--- src/rtl/frame_bank_sched.sv ---
// Ping-pong frame capture scheduler: gates the recorder, assigns a free bank per
// frame, generates write addresses and hands finished banks to host readout.
// state   | meaning
// IDLE    | no sequence active
// WAIT_FS | armed, waiting for a frame start with a free bank
// CAPT    | recording a frame into cur_bank
// CLOSE   | 2-cycle tail for late recorder words, then bank handed over
module frame_bank_sched #(
  parameter int AW          = 18,
  parameter int FRAME_WORDS = 259200
) (
  input  logic          par_clock,
  input  logic          rst_n,
  input  logic          arm,
  input  logic [7:0]    n_frames,
  input  logic          abort,
  input  logic          FS,
  input  logic          FE,
  output logic          REC,
  input  logic          we_in,
  input  logic [63:0]   pixels_in,
  output logic          mem_we,
  output logic [AW:0]   mem_addr,
  output logic [63:0]   mem_data,
  output logic [1:0]    bank_full,
  input  logic [1:0]    host_release,
  output logic          busy,
  output logic          frame_err,
  output logic [7:0]    drop_cnt
);

  typedef enum logic [1:0] {IDLE, WAIT_FS, CAPT, CLOSE} state_t;

  localparam logic [AW-1:0] FW = AW'(FRAME_WORDS);

  state_t        state, state_nx;
  logic [AW-1:0] word_addr, wa_after;
  logic [7:0]    remaining;
  logic          cont, cur_bank, last_bank, close_cnt;
  logic          chosen, bank_ok, start, take, drop, close_done;
  logic          wr_active, wr_take, wr_over;
  logic [1:0]    bank_set;

  always_comb begin
    state_nx   = state;
    chosen     = bank_full[~last_bank] ? last_bank : ~last_bank;
    bank_ok    = !bank_full[chosen];
    start      = 1'b0;
    take       = 1'b0;
    drop       = 1'b0;
    close_done = 1'b0;
    case (state)
      IDLE: if (arm) begin
        start    = 1'b1;
        state_nx = WAIT_FS;
      end
      WAIT_FS: if (FS) begin
        if (bank_ok) begin
          take     = 1'b1;
          state_nx = CAPT;
        end else begin
          drop = 1'b1;
        end
      end
      CAPT: if (FE) state_nx = CLOSE;
      CLOSE: if (close_cnt) begin
        close_done = 1'b1;
        state_nx   = (!cont && remaining == 8'd1) ? IDLE : WAIT_FS;
      end
      default: state_nx = IDLE;
    endcase
    if (abort) begin
      state_nx   = IDLE;
      start      = 1'b0;
      take       = 1'b0;
      drop       = 1'b0;
      close_done = 1'b0;
    end
  end

  // Words past a full frame are dropped rather than wrapping into the bank start.
  assign wr_active = (state == CAPT || state == CLOSE) && !abort;
  assign wr_take   = wr_active && we_in && (word_addr != FW);
  assign wr_over   = wr_active && we_in && (word_addr == FW);
  assign wa_after  = wr_take ? word_addr + 1'b1 : word_addr;
  assign bank_set  = close_done ? (2'b01 << cur_bank) : 2'b00;

  always_ff @(posedge par_clock or negedge rst_n) begin
    if (!rst_n) begin
      state     <= IDLE;
      busy      <= 1'b0;
      REC       <= 1'b0;
      mem_we    <= 1'b0;
      mem_addr  <= '0;
      mem_data  <= '0;
      bank_full <= 2'b00;
      frame_err <= 1'b0;
      drop_cnt  <= 8'd0;
      word_addr <= '0;
      remaining <= 8'd0;
      cont      <= 1'b0;
      cur_bank  <= 1'b0;
      last_bank <= 1'b1;
      close_cnt <= 1'b0;
    end else begin
      state     <= state_nx;
      busy      <= (state_nx != IDLE);
      mem_we    <= wr_take;
      close_cnt <= (state == CLOSE) ? ~close_cnt : 1'b0;
      bank_full <= bank_set | (bank_full & ~host_release);
      if (wr_take) begin
        mem_data  <= pixels_in;
        mem_addr  <= {cur_bank, word_addr};
        word_addr <= wa_after;
      end
      if (abort)                   REC <= 1'b0;
      else if (take)               REC <= 1'b1;
      else if (state == CAPT && FE) REC <= 1'b0;
      if (start) begin
        remaining <= n_frames;
        cont      <= (n_frames == 8'd0);
        frame_err <= 1'b0;
        drop_cnt  <= 8'd0;
      end else begin
        if (wr_over || (close_done && wa_after != FW)) frame_err <= 1'b1;
        if (drop && drop_cnt != 8'hFF) drop_cnt <= drop_cnt + 8'd1;
      end
      if (take) begin
        word_addr <= '0;
        cur_bank  <= chosen;
      end
      if (close_done) begin
        last_bank <= cur_bank;
        if (!cont) remaining <= remaining - 8'd1;
      end
    end
  end

endmodule

--- config.mk ---
export PLATFORM = sky130hd
export DESIGN_NAME = frame_bank_sched
export DESIGN_NICKNAME = d
export VERILOG_FILES = /design/src/rtl/frame_bank_sched.sv
export SDC_FILE = /design/constraint.sdc
export NUM_CORES = 1
export LEC_CHECK = 0
export CORE_MARGIN = 2
export CORE_UTILIZATION = 48
export CTS_BUF_LIST = sky130_fd_sc_hd__clkbuf_8
export DETAILED_ROUTE_END_ITERATION = 10
export GPL_ROUTABILITY_DRIVEN = 0
export PLACE_DENSITY = 0.82
export REMOVE_ABC_BUFFERS = 1
export SLEW_MARGIN = 20
export SYNTH_ARGS = -nofsm -noshare
export SYNTH_HDL_FRONTEND = slang
export SYNTH_SLANG_ARGS = --single-unit
--- constraint.sdc ---
create_clock -name par_clock -period 2.2 [get_ports par_clock]
set_input_delay 0.44 -clock par_clock [delete_from_list [all_inputs] [get_ports par_clock]]
set_output_delay 0.44 -clock par_clock [all_outputs]
set_load 0.01 [all_outputs]
==> metrics.txt <==
worst reg2reg path endpoint=frame_err; RSZ-0062 raised after global routing=false; Total GRT Usage=25.0%; data arrival time of the worst path=about 2.5 ns; synth top area cells=dfrtp_1, nand2_1, nor2_1, buf_6, xor2_1; clk root buf=clkbuf_8; CTS H-tree lvls=4; Vias=5,383; Worst Path Buf+Inv=1; total gr overflow=0; yosys warns=0; initial antenna violation count=0; ys async rst share=100%; dpl hpwl=approximately 11,000 microns; Post-Syn Instances=~640; drt drc=0; R2R depth=7; crit-path max cell delay=0.38 ns; critical path type=reg -> reg; Slew Limit Fails=0; max frequency=466 MHz; Final setup violation count=0; Clock Skew=around 0.015 ns; Syn Area/Cell=roughly 9.0 sq um; Iteration-0 DRC Markers=634; commonest non-fill, non-tap cells in the layout=nand2_1, clkdlybuf4s50_1, dfrtp_1; pin count of the biggest net entering global routing=slightly below 60; wire per inst=about 16 microns; post-route clock period utilization=a little over nine tenths; met3 wire length=about 1200 microns; die area=around 13,000 sq um; post-synth cell types=53; port bufs=~180; crit start category=flip-flop; DRT Wirelength=15,600 microns; CP max stage cell=nor3_1; FP Rows=39; TritonRoute pass-1 iters=5; TritonCTS clock tree=done; Max Buffers Root-to-Sink=2; Final #Nets=about 900; Worst path depth=7; most common cell after layout, fill and taps aside=nand2_1; worst r2r src=word_addr[3]; Synth Flop Type=dfrtp_1; CTS Buf Count=17; clock latency on the worst-skew pair=0.42 ns; fill count=about 830; clk slew on worst S/H paths=roughly 0.08 ns; core outline area=11,600 sq um; Post-synth EDFFs=0; # Max-Cap Violations=0; Worst Max-Slew Pin Slew=0.557 ns; Placement Cell Area=7840 sq um; diode count=0; delay-heaviest family, CP=simple AND/OR/NAND/NOR gates; pwr dens=slightly above 900 nW/um^2; Die H=~110 microns; flops & latches, synth=~130; status=completed; Die Span X=113 microns; P_leak=3.98 nW; min cycle time layout=2.15 ns; Cell Chain, Critical Path=buf_4 -> and2_0 -> nand4_1 -> nor3_1 -> o211ai_1 -> nor4_1 -> a31oi_1; ANT nets after route=0; first-pass GRT wire length=between 20,000 and 30,000 microns; sequential element share of the synthesized area=a little under three fifths; overall power=slightly below 8 mW; HP Class=reg -> reg; met1 WL=about 6600 microns; maximum fanout along the worst path=9; worst rel slew slack=between 60% and 70%; Critical Path End=frame_err; Top Layer Used=met4; share of layout cells above drive strength 1=between 10 and 15%; boundary pin count=between 150 and 200; Cell Area, Synth=5740 sq um; maximum VDD drop=0.435 mV; Worst setup EP type=flip-flop; Layout area overhead=45.4%; Hold Fails Final Rpt=0; Starting Density=roughly half; vias in the first global route=5,304; Yosys top cell by area=dfrtp_1; post-route cell area=roughly 8300 sq um; Vias/cell=roughly 5.4; post-synth top area share=a little under three fifths; DR WL met2=roughly 7500 microns; Setup crit start=word_addr[3]; WP data required=2.51 ns; clk sinks=around 130; r2r setup slk=~0.052 ns
## registers in the layout, indices dropped and copies added (netlist names)
| register | flops |
|---|---|
| cur_bank | 1 |
| word_addr | 18 |
| mem_we | 1 |
| mem_data | 64 |
| last_bank | 1 |
| state | 2 |
| bank_full | 2 |
| REC | 1 |
| drop_cnt | 8 |
| close_cnt | 1 |
| busy | 1 |
| frame_err | 1 |
| mem_addr | 19 |
| cont | 1 |
| remaining | 8 |
## stage by stage
stage / util, % / instances / setup WS [ns] / hold WS, ns / TNS (ns)
after floorplan: - / 604 / -1.65 / 0.144 / -134.15
after global placement: 67.8 / 964 / -0.0297 / 0.452 / -0.0823
after detailed placement: 67.8 / 964 / -0.111 / 0.452 / -0.351
after CTS: 72.0 / 997 / 0.0465 / 0.478 / 0
after global routing: 72.2 / 997 / 0.0168 / 0.496 / 0
final: 72.2 / 997 / 0.0523 / 0.473 / 0
## worst reg2reg max path: stages, from the launching register on
cell	delay, ns
dfrtp_1	0.36
buf_4	0.16
and2_0	0.35
nand4_1	0.29
nor3_1	0.38
o211ai_1	0.15
nor4_1	0.22
a31oi_1	0.12
## area by class of cell
cell class	instances	area, sq um	share of cell area (%)
tap	143	179	2.14
timing repair buffer	218	2150	25.7
clock inverter	12	205	2.46
clock buffer	20	275	3.30
multi-input combinational	464	2270	27.2
inverter	11	41.3	0.495
sequential	129	3230	38.7
## how the worst min path moves through the flow
| stage | end | cells after the start | from | slack (ns) |
|---|---|---|---|---|
| after CTS | mem_data[6] | 2 | mem_data[6] | 0.48 |
| after floorplan | REC | 0 | rst_n | 0.14 |
| after detailed placement | state[1] | 1 | rst_n | 0.45 |
| after global placement | REC | 1 | rst_n | 0.45 |
| after global routing | mem_data[36] | 2 | mem_data[36] | 0.50 |
| final | mem_data[6] | 2 | mem_data[6] | 0.47 |
## logic make-up (layout without fill, tap and decap cells)
kind of cell,after synthesis,count (layout),synth area share [%]
AND/OR/NAND/NOR,385,385,28.8
flip-flops,129,129,56.2
AO/OA/AOI/OAI,57,57,6.62
buffers and inverters,44,261,4.58
XOR/XNOR,13,13,1.98
adder cells (fa/ha/maj),5,5,1.09
multiplexers,4,4,0.719
## per-layer routing
layer,track usage (%),vias to the layer above
met3,5.90,34
li1,-,2501
met5,0,-
met1,33.3,2568
met2,40.8,280
met4,8.62,0
## Yosys cell counts, types with 5 or more instances
| library cell | number |
|---|---|
| nand2_1 | 270 |
| dfrtp_1 | 128 |
| nor2_1 | 36 |
| nand3_1 | 16 |
| o21ai_0 | 14 |
| a21oi_1 | 13 |
| buf_2 | 10 |
| inv_1 | 10 |
| nand4_1 | 10 |
| xor2_1 | 10 |
| buf_6 | 9 |
| and3_1 | 8 |
| clkbuf_1 | 8 |
| nor4_1 | 7 |
| a31oi_1 | 6 |
| nor3_1 | 6 |
| ha_1 | 5 |
| nand3b_1 | 5 |
## timing repair
action | in CTS | in global routing
setup endpoints to repair | 0 | 37
buffers inserted | 0 | 0
gates resized for setup | 0 | 5
hold buffers | 1 | 0
hold endpoints to repair | 21 | 0
## where the power goes
group / switching [mW] / internal (mW) / total, mW
Clock: 0.925 / 1.45 / 2.37
Combinational: 0.944 / 1.21 / 2.15
Sequential: 0.319 / 2.90 / 3.22
No activity file was read; power rests on OpenSTA's default activity.
